## config.mk

```make
export PLATFORM = sky130hd
export DESIGN_NAME = cus19_dmem_responder
export DESIGN_NICKNAME = d
export VERILOG_FILES = /design/src/rtl/cus19_mem_pkg.sv /design/src/rtl/cus19_parity_gen.sv /design/src/rtl/cus19_dmem_responder.sv
export SDC_FILE = /design/constraint.sdc
export NUM_CORES = 2
export LEC_CHECK = 0
export CAP_MARGIN = 10
export CORE_ASPECT_RATIO = 0.9
export CORE_MARGIN = 2
export CORE_UTILIZATION = 63
export DETAILED_ROUTE_END_ITERATION = 16
export GPL_ROUTABILITY_DRIVEN = 0
export HOLD_SLACK_MARGIN = 0.15
export PLACE_DENSITY = 0.83
export SYNTH_ARGS = -nofsm -noshare
export SYNTH_HDL_FRONTEND = slang
export SYNTH_SLANG_ARGS = --single-unit
export TNS_END_PERCENT = 100
```

## constraint.sdc

```tcl
create_clock -name cus19_clk_in -period 3.4 [get_ports cus19_clk_in]
set_clock_uncertainty 0.1 [all_clocks]
set_input_delay 0.68 -clock cus19_clk_in [delete_from_list [all_inputs] [get_ports cus19_clk_in]]
set_output_delay 0.68 -clock cus19_clk_in [all_outputs]
set_load 0.02 [all_outputs]
```

## src/rtl/cus19_mem_pkg.sv

```systemverilog
// Shared definitions for the cus19 load/store memory path: responder FSM states,
// LD/ST opcode constants and response field widths.
package cus19_mem_pkg;

    typedef enum logic [1:0] {
        IDLE = 2'd0,
        WAIT = 2'd1,
        RESP = 2'd2
    } dmem_state_e;

    // Opcode field of the 19-bit instruction and the bit that selects ST over LD.
    localparam logic [2:0] LDST_OPCODE  = 3'b001;
    localparam int         LDST_SEL_BIT = 15;

    localparam int RSP_DATA_W = 8;
    localparam int RSP_TAG_W  = 4;
    localparam int WAIT_CNT_W = 4;

endpackage

```

## src/rtl/cus19_parity_gen.sv

```systemverilog
// Combinational even-parity generator: the output bit makes the total count of ones
// across data and parity even.
module cus19_parity_gen #(
    parameter int Width = 8
) (
    input  logic [Width-1:0] data_i,
    output logic             par_o
);

    assign par_o = ^data_i;

endmodule

```

## src/rtl/cus19_dmem_responder.sv

```systemverilog
// Data-memory responder of the cus19 load/store interface: one request at a time,
// fixed wait, tagged response. Optional byte parity under CUS19_DMEM_PARITY_EN.
module cus19_dmem_responder
    import cus19_mem_pkg::*;
#(
    parameter int Addr_Width     = 11,
    parameter int Data_Width     = RSP_DATA_W,
    parameter int Reg_Addr_Width = RSP_TAG_W,
    parameter int Mem_Depth      = 256,
    parameter int Wait_Cycles    = 1
) (
    input  logic                      cus19_clk_in,
    input  logic                      cus19_rst_in,
    input  logic                      req_valid,
    output logic                      req_ready,
    input  logic                      req_we,
    input  logic [Addr_Width-1:0]     req_addr,
    input  logic [Data_Width-1:0]     req_wdata,
    input  logic [Reg_Addr_Width-1:0] req_rd_addr,
    output logic                      rsp_valid,
    input  logic                      rsp_ready,
    output logic                      rsp_is_load,
    output logic [Data_Width-1:0]     rsp_rdata,
    output logic [Reg_Addr_Width-1:0] rsp_rd_addr,
    output logic                      rsp_err,
    output logic                      rsp_par_err
);

    localparam int                    IdxW     = $clog2(Mem_Depth);
    localparam logic [Addr_Width:0]   DepthLim = Mem_Depth[Addr_Width:0];
    localparam logic [WAIT_CNT_W-1:0] LastCnt  = (Wait_Cycles > 0) ?
                                                 WAIT_CNT_W'(Wait_Cycles - 1) : '0;

    dmem_state_e               state_q, state_d;
    logic [WAIT_CNT_W-1:0]     cnt_q, cnt_d;
    logic                      rsp_is_load_q, rsp_is_load_d;
    logic                      rsp_err_q, rsp_err_d;
    logic                      rsp_par_err_q, rsp_par_err_d;
    logic [Data_Width-1:0]     rsp_rdata_q, rsp_rdata_d;
    logic [Reg_Addr_Width-1:0] rsp_rd_addr_q, rsp_rd_addr_d;

    logic [Data_Width-1:0]     mem_q [Mem_Depth];
    logic [IdxW-1:0]           idx;
    logic [Data_Width-1:0]     rd_byte;
    logic                      in_range;
    logic                      mem_we;
    logic                      par_mismatch;

    assign idx      = req_addr[IdxW-1:0];
    assign rd_byte  = mem_q[idx];
    assign in_range = ({1'b0, req_addr} < DepthLim);
    // Reset gating keeps a request presented during reset from writing memory.
    assign mem_we   = (state_q == IDLE) && req_valid && req_we && in_range && cus19_rst_in;

    always_ff @(posedge cus19_clk_in) begin
        if (mem_we) begin
            mem_q[idx] <= req_wdata;
        end
    end

`ifdef CUS19_DMEM_PARITY_EN
    logic mem_par_q [Mem_Depth];
    logic wr_par;
    logic rd_par;

    cus19_parity_gen #(.Width(Data_Width)) u_par_wr (
        .data_i (req_wdata),
        .par_o  (wr_par)
    );

    cus19_parity_gen #(.Width(Data_Width)) u_par_rd (
        .data_i (rd_byte),
        .par_o  (rd_par)
    );

    always_ff @(posedge cus19_clk_in) begin
        if (mem_we) begin
            mem_par_q[idx] <= wr_par;
        end
    end

    assign par_mismatch = (rd_par != mem_par_q[idx]);
`else
    assign par_mismatch = 1'b0;
`endif

    always_ff @(posedge cus19_clk_in or negedge cus19_rst_in) begin
        if (!cus19_rst_in) begin
            state_q       <= IDLE;
            cnt_q         <= '0;
            rsp_is_load_q <= 1'b0;
            rsp_err_q     <= 1'b0;
            rsp_par_err_q <= 1'b0;
            rsp_rdata_q   <= '0;
            rsp_rd_addr_q <= '0;
        end else begin
            state_q       <= state_d;
            cnt_q         <= cnt_d;
            rsp_is_load_q <= rsp_is_load_d;
            rsp_err_q     <= rsp_err_d;
            rsp_par_err_q <= rsp_par_err_d;
            rsp_rdata_q   <= rsp_rdata_d;
            rsp_rd_addr_q <= rsp_rd_addr_d;
        end
    end

    // Payload is captured only on the accept edge, so it stays frozen through WAIT and RESP.
    always_comb begin
        state_d       = state_q;
        cnt_d         = cnt_q;
        rsp_is_load_d = rsp_is_load_q;
        rsp_err_d     = rsp_err_q;
        rsp_par_err_d = rsp_par_err_q;
        rsp_rdata_d   = rsp_rdata_q;
        rsp_rd_addr_d = rsp_rd_addr_q;
        case (state_q)
            IDLE: begin
                if (req_valid) begin
                    state_d       = (Wait_Cycles > 0) ? WAIT : RESP;
                    cnt_d         = '0;
                    rsp_is_load_d = !req_we;
                    rsp_err_d     = !in_range;
                    rsp_rd_addr_d = req_rd_addr;
                    rsp_rdata_d   = (!req_we && in_range) ? rd_byte : '0;
                    rsp_par_err_d = !req_we && in_range && par_mismatch;
                end
            end
            WAIT: begin
                if (cnt_q == LastCnt) begin
                    state_d = RESP;
                end else begin
                    cnt_d = cnt_q + 1'b1;
                end
            end
            RESP: begin
                if (rsp_ready) begin
                    state_d = IDLE;
                end
            end
            default: state_d = IDLE;
        endcase
    end

    assign req_ready   = (state_q == IDLE);
    assign rsp_valid   = (state_q == RESP);
    assign rsp_is_load = rsp_is_load_q;
    assign rsp_rdata   = rsp_rdata_q;
    assign rsp_rd_addr = rsp_rd_addr_q;
    assign rsp_err     = rsp_err_q;
    assign rsp_par_err = rsp_par_err_q;

endmodule

```

=== Yosys cells after proc, flatten, opt, wreduce, memory -nomap -nowiden ===
Memories as Yosys holds them, arrays and structs flattened.
Index checks and enable logic that the tools add are counted.
W data, S select, Z words.

* Memories: 1
* Flip-flop bits (word level): 20
* RAM bits: 2048

{| class="wikitable"
|+ Memory list
! memory !! depth !! width !! rd ports !! clocked after memory_dff !! wr ports !! RTL line !! RTL
|-
| mem_q || 256 || 8 || 1 || 0 || 1 || cus19_dmem_responder.sv:42 || <nowiki>logic [Data_Width-1:0] mem_q [Mem_Depth];</nowiki>
|}

* Add/subtract/negate cells: 1
* Mux-type cells: 10
* Reductions and logical operators: 13
* Magnitude comparators: 1
* Eq/ne operators: 6

{| class="wikitable"
|+ Operator list
! kind !! number
|-
| $lt A11 B9 Y1 const B || 1
|-
| $mux W4 || 2
|-
| $mux W8 || 1
|-
| $pmux W4 S2 || 1
|-
| $mux W2 || 3
|-
| $ne A2 B2 Y1 const B || 3
|-
| $pmux W2 S3 || 1
|-
| $reduce_and A3 Y1 || 2
|-
| $logic_and A1 B1 Y1 || 5
|-
| $add A4 B1 Y4 const B || 1
|-
| $logic_not A4 Y1 || 1
|-
| $eq A2 B1 Y1 const B || 1
|-
| $eq A2 B2 Y1 const B || 1
|-
| $logic_not A1 Y1 || 2
|-
| $logic_not A2 Y1 || 1
|-
| $mux W1 || 2
|-
| $ne A2 B1 Y1 const B || 1
|-
| $reduce_and A2 Y1 || 1
|-
| $reduce_bool A2 Y1 || 1
|}

=== Longest topological paths before layout ===
* Word-level depth: 7
* Gate-level depth with buffers: 11
* Depth with buffers taken out: 7

=== Worst setup path before layout ===
No wires, ideal clock.

* Path type: input to register
* Start: input port req_addr[0]
* End: memory mem_q[103][0] (netlist name) (enable)
* Data arrival time: 2.874 ns
* Slack: 0.056 ns
* Path buffers: 7
* Stages on the path: 9
* Library setup time: 0.370 ns
* Data required time: 2.930 ns
* Cells stage by stage: buf_2 -> buf_2 -> buf_4 -> buf_2 -> buf_2 -> buf_2 -> nand3_1 -> clkbuf_1 -> nor2_1

* Word-level cells in the longest chain between the ends: 5

{| class="wikitable"
|+ RTL lines
! item !! RTL line !! RTL
|-
| from (decl) || cus19_dmem_responder.sv:17 || <nowiki>input logic [Addr_Width-1:0] req_addr,</nowiki>
|-
| $lt A11 B9 Y1 || cus19_dmem_responder.sv:51 || <nowiki>assign in_range = ({1'b0, req_addr} < DepthLim);</nowiki>
|-
| $logic_and A1 B1 Y1 (2 in a row) || cus19_dmem_responder.sv:53 || <nowiki>assign mem_we = (state_q == IDLE) && req_valid && req_we && in_range && cus19_rst_in;</nowiki>
|-
| $mux W1 || cus19_dmem_responder.sv:56 || <nowiki>if (mem_we) begin</nowiki>
|-
| $mux W1 (not written as such) || cus19_dmem_responder.sv:57 || <nowiki>mem_q[idx] <= req_wdata;</nowiki>
|-
| to (decl) || cus19_dmem_responder.sv:42 ||
|}

Several ways; a longest one is shown, not always the timed one.

=== Worst setup path after layout ===
* Start: input port req_addr[5]
* End: register rsp_rdata_q[6] (netlist: rsp_rdata[6])

* Word-level cells in the longest chain between the ends: 3

{| class="wikitable"
|+ RTL lines
! item !! RTL line !! RTL
|-
| branches (longest 2 deep; another with $mem_v2 Z256 W8) || n/a ||
|-
| $mux W8 * || cus19_dmem_responder.sv:124 || <nowiki>rsp_rdata_d = (!req_we && in_range) ? rd_byte : '0;</nowiki>
|-
| to (signal assigned) || cus19_dmem_responder.sv:102 || <nowiki>rsp_rdata_q <= rsp_rdata_d;</nowiki>
|-
| to (decl) || cus19_dmem_responder.sv:39 || <nowiki>logic [Data_Width-1:0] rsp_rdata_q, rsp_rdata_d;</nowiki>
|}

Every way passes the cells marked *.
A chain may end at the register's enable or synchronous reset.

==> results.cfg <==
[worst_setup_path]
worstPathRequired_ns = 4.00
path_cells = clkdlybuf4s50_1, buf_12, buf_12, nand4bb_1, o22ai_1, nor4_1, buf_4, a31oi_1, buf_4, nor4b_1, buf_4, o221ai_1
critPathLaunchType = primary input
cpLargestDelayFamily = simple AND/OR/NAND/NOR gates
crit_buf_inv = 6
crit_path_top_delay_cell = nor4_1
path_class = in2reg
path_max_fanout = 20
critPathCaptureType = register
crit_path_frequent_cell = buf_4
arrival_ns = 4.04
max_stage_delay_ns = 0.67
rrSetupSlack_ns = 0.22

[place]
io_buffers = 43
pre_cts_ws_ns = -0.3698
hpwl_um = 131000

[yosys]
avgSynthCellArea_um2 = 20.88
synth_cell_types = 54
synth_top_area_share_pct = 77.00
synth_commonest_cells = edfxtp_1 (2048), mux4_2 (444), nor2_1 (287), mux2i_1 (156), clkbuf_1 (131)
synth_nets = 3855
postSynthCellCount = 3825
yosys.area.top_type = edfxtp_1
syn_area_um2 = 79870
synth-edff-count = 2048
ys.flop_type = edfxtp_1
ys_seq_area_share_pct = 77.63
ys_warn_count = 0
netlist_top_cells_area = edfxtp_1 (77%), mux4_2 (13%), mux2i_1 (2.0%)
async_reset_ff_share_pct = 0.9671
synth_seq_cells = 2068
yosysMostFrequentCell = edfxtp_1

[final_layout]
syn2layout_area_growth_pct = 17.40
multi_input_area_um2 = 16850
regArea_um2 = 62000
fin_nets = 4518
fin_util_pct = 74.76
fillers = 5989
drive_above_1_share_pct = 31.23

[die]
placeableCoreArea_um2 = 125400
die_w_um = 379.3
io_pins = 45
initial_utilization_pct = 63.68
die_h_um = 341.8
rows = 123
dieArea_um2 = 129600

[clock_tree]
cts_max_path_buffers = 3
cts_max_level = 4
postCtsHoldBufs = 0
cts_inserted_buffers = 188
cts-root-buf = clkbuf_16
cts_tree = built
clock_latency_ns = 0.83
path_clk_slew_ns = 0.06
cts_setup_buffers = 0
cts.sinks = 2068
ctsResizeCount = 0

[grt]
grt_pass1_wl_um = 322600
groute.usage.overall_pct = 35.36
antenna_found_initial = 12
grt_max_degree = 111
grt_pass1_vias = 45670
grt_remaining_overflow = 0

[timing]
fin_ws_ns = -0.04175
rsz0062_at_grt = false
slew_viol_final = 0
worst_pin_slew_ns = 1.201
setup_violations = 1
hold_ws_ns = 0.1868
min_period_ns = 3.442
max_slew_margin_pct = 19.61
final.setup.tns_ns = -0.04175
fmax_ghz = 0.2906
finalHoldViolCount = 0
period_share_pct = 101.2

[detailed_routing]
first_iter_violations = 8781
final_antenna_net_count = 0
num_vias = 45600
wirelength_um = 224500
first_pass_iters = 9
vias_per_cell = 7.198
wl_per_cell_um = 35.44
drcViolationCount = 0

[flow_run]
maxCapViolations = 0

[run_status]
status = finished, violations left
violations = setup timing

[power_and_ir_drop]
power_uw = 52680
power.leakage_uw = 0.03088
vdd_drop_max_mv = 0.6280
p_per_area_nw_per_um2 = 561.8

[worst_hold_path]
min_path_type = in2async
worst paths after layout:
path	start	end	depth (start not counted)
setup reg to reg	state_q[1]	mem_q[244][5]	10
hold reg to reg	rsp_is_load	rsp_is_load	2
hold / removal	cus19_rst_in	cnt_q[1]	2
min in group cus19_clk_in	req_wdata[0]	mem_q[208][0]	1
setup / recovery	req_addr[5]	rsp_rdata[6]	12
max in group asynchronous	cus19_rst_in	rsp_rdata[3]	2
worst reg2reg max path: stages (launching register included):
cell and delay [ns]:
dfrtp_1 0.42, or3b_1 0.50, nor4_2 0.27, nand3_1 0.14, buf_4 0.20, nor3_1 0.24, buf_4 0.22, nand2_1 0.16
buf_12 0.21, nor2_1 0.23, buf_4 0.21
where the power goes:
group | internal [µW] | total, µW | switching [µW]
logic | 1180 | 3090 | 1910
registers | 28000 | 28100 | 41.2
clock network | 12000 | 21500 | 9510
total | 41200 | 52700 | 11500
per-layer routing:
| metal | vias to the layer above | GRT usage, % | routed length, µm |
|---|---|---|---|
| li1 | 17290 | - | - |
| met1 | 22740 | 46.97 | 71590 |
| met2 | 4651 | 53.23 | 103700 |
| met3 | 897 | 10.78 | 34560 |
| met4 | 16 | 19.39 | 14550 |
| met5 | - | 0 | 104 |
registers in the layout (all words and copies together), names as in the netlist:
signal	flops
mem_q	2048
rsp_rdata	8
cnt_q	4
rsp_rd_addr	4
state_q	2
rsp_err	1
rsp_is_load	1
final cells by class:
type                       count  area share (%)
multi-input combinational   1498           17.97
timing repair buffer         718           7.017
tap                         1687           2.251
inverter                      14         0.05604
clock buffer                 236           5.344
sequential                  2068           66.12
clock inverter               112           1.234
antenna                        2        0.005337
placed cells by master, fill, tap and decap left out, types with 41 or more instances in the layout:
cell type	n
edfxtp_1	2048
buf_4	591
mux4_2	444
nor2_1	287
clkbuf_16	193
mux2i_1	156
a22oi_1	96
nand3_1	83
buf_12	83
nand2_1	61
clkbuf_1	41
through the flow:
step | instances | area (µm²)
2_1_floorplan | 3825 | 79870
3_3_place_gp | 5984 | 87580
3_5_place_dp | 5984 | 87580
4_1_cts | 6332 | 93750
5_1_grt | 6333 | 93760
6_report | 6335 | 93770
logic make-up after synthesis:
logic type,synth area share [%]
AO/OA/AOI/OAI,2.776
XOR/XNOR,0.01097
adder cells (fa/ha/maj),0.03133
buffers and inverters,1.366
flip-flops,77.63
multiplexers,14.95
other,0.004695
AND/OR/NAND/NOR,3.230
No activity file was read; power rests on OpenSTA's default activity.
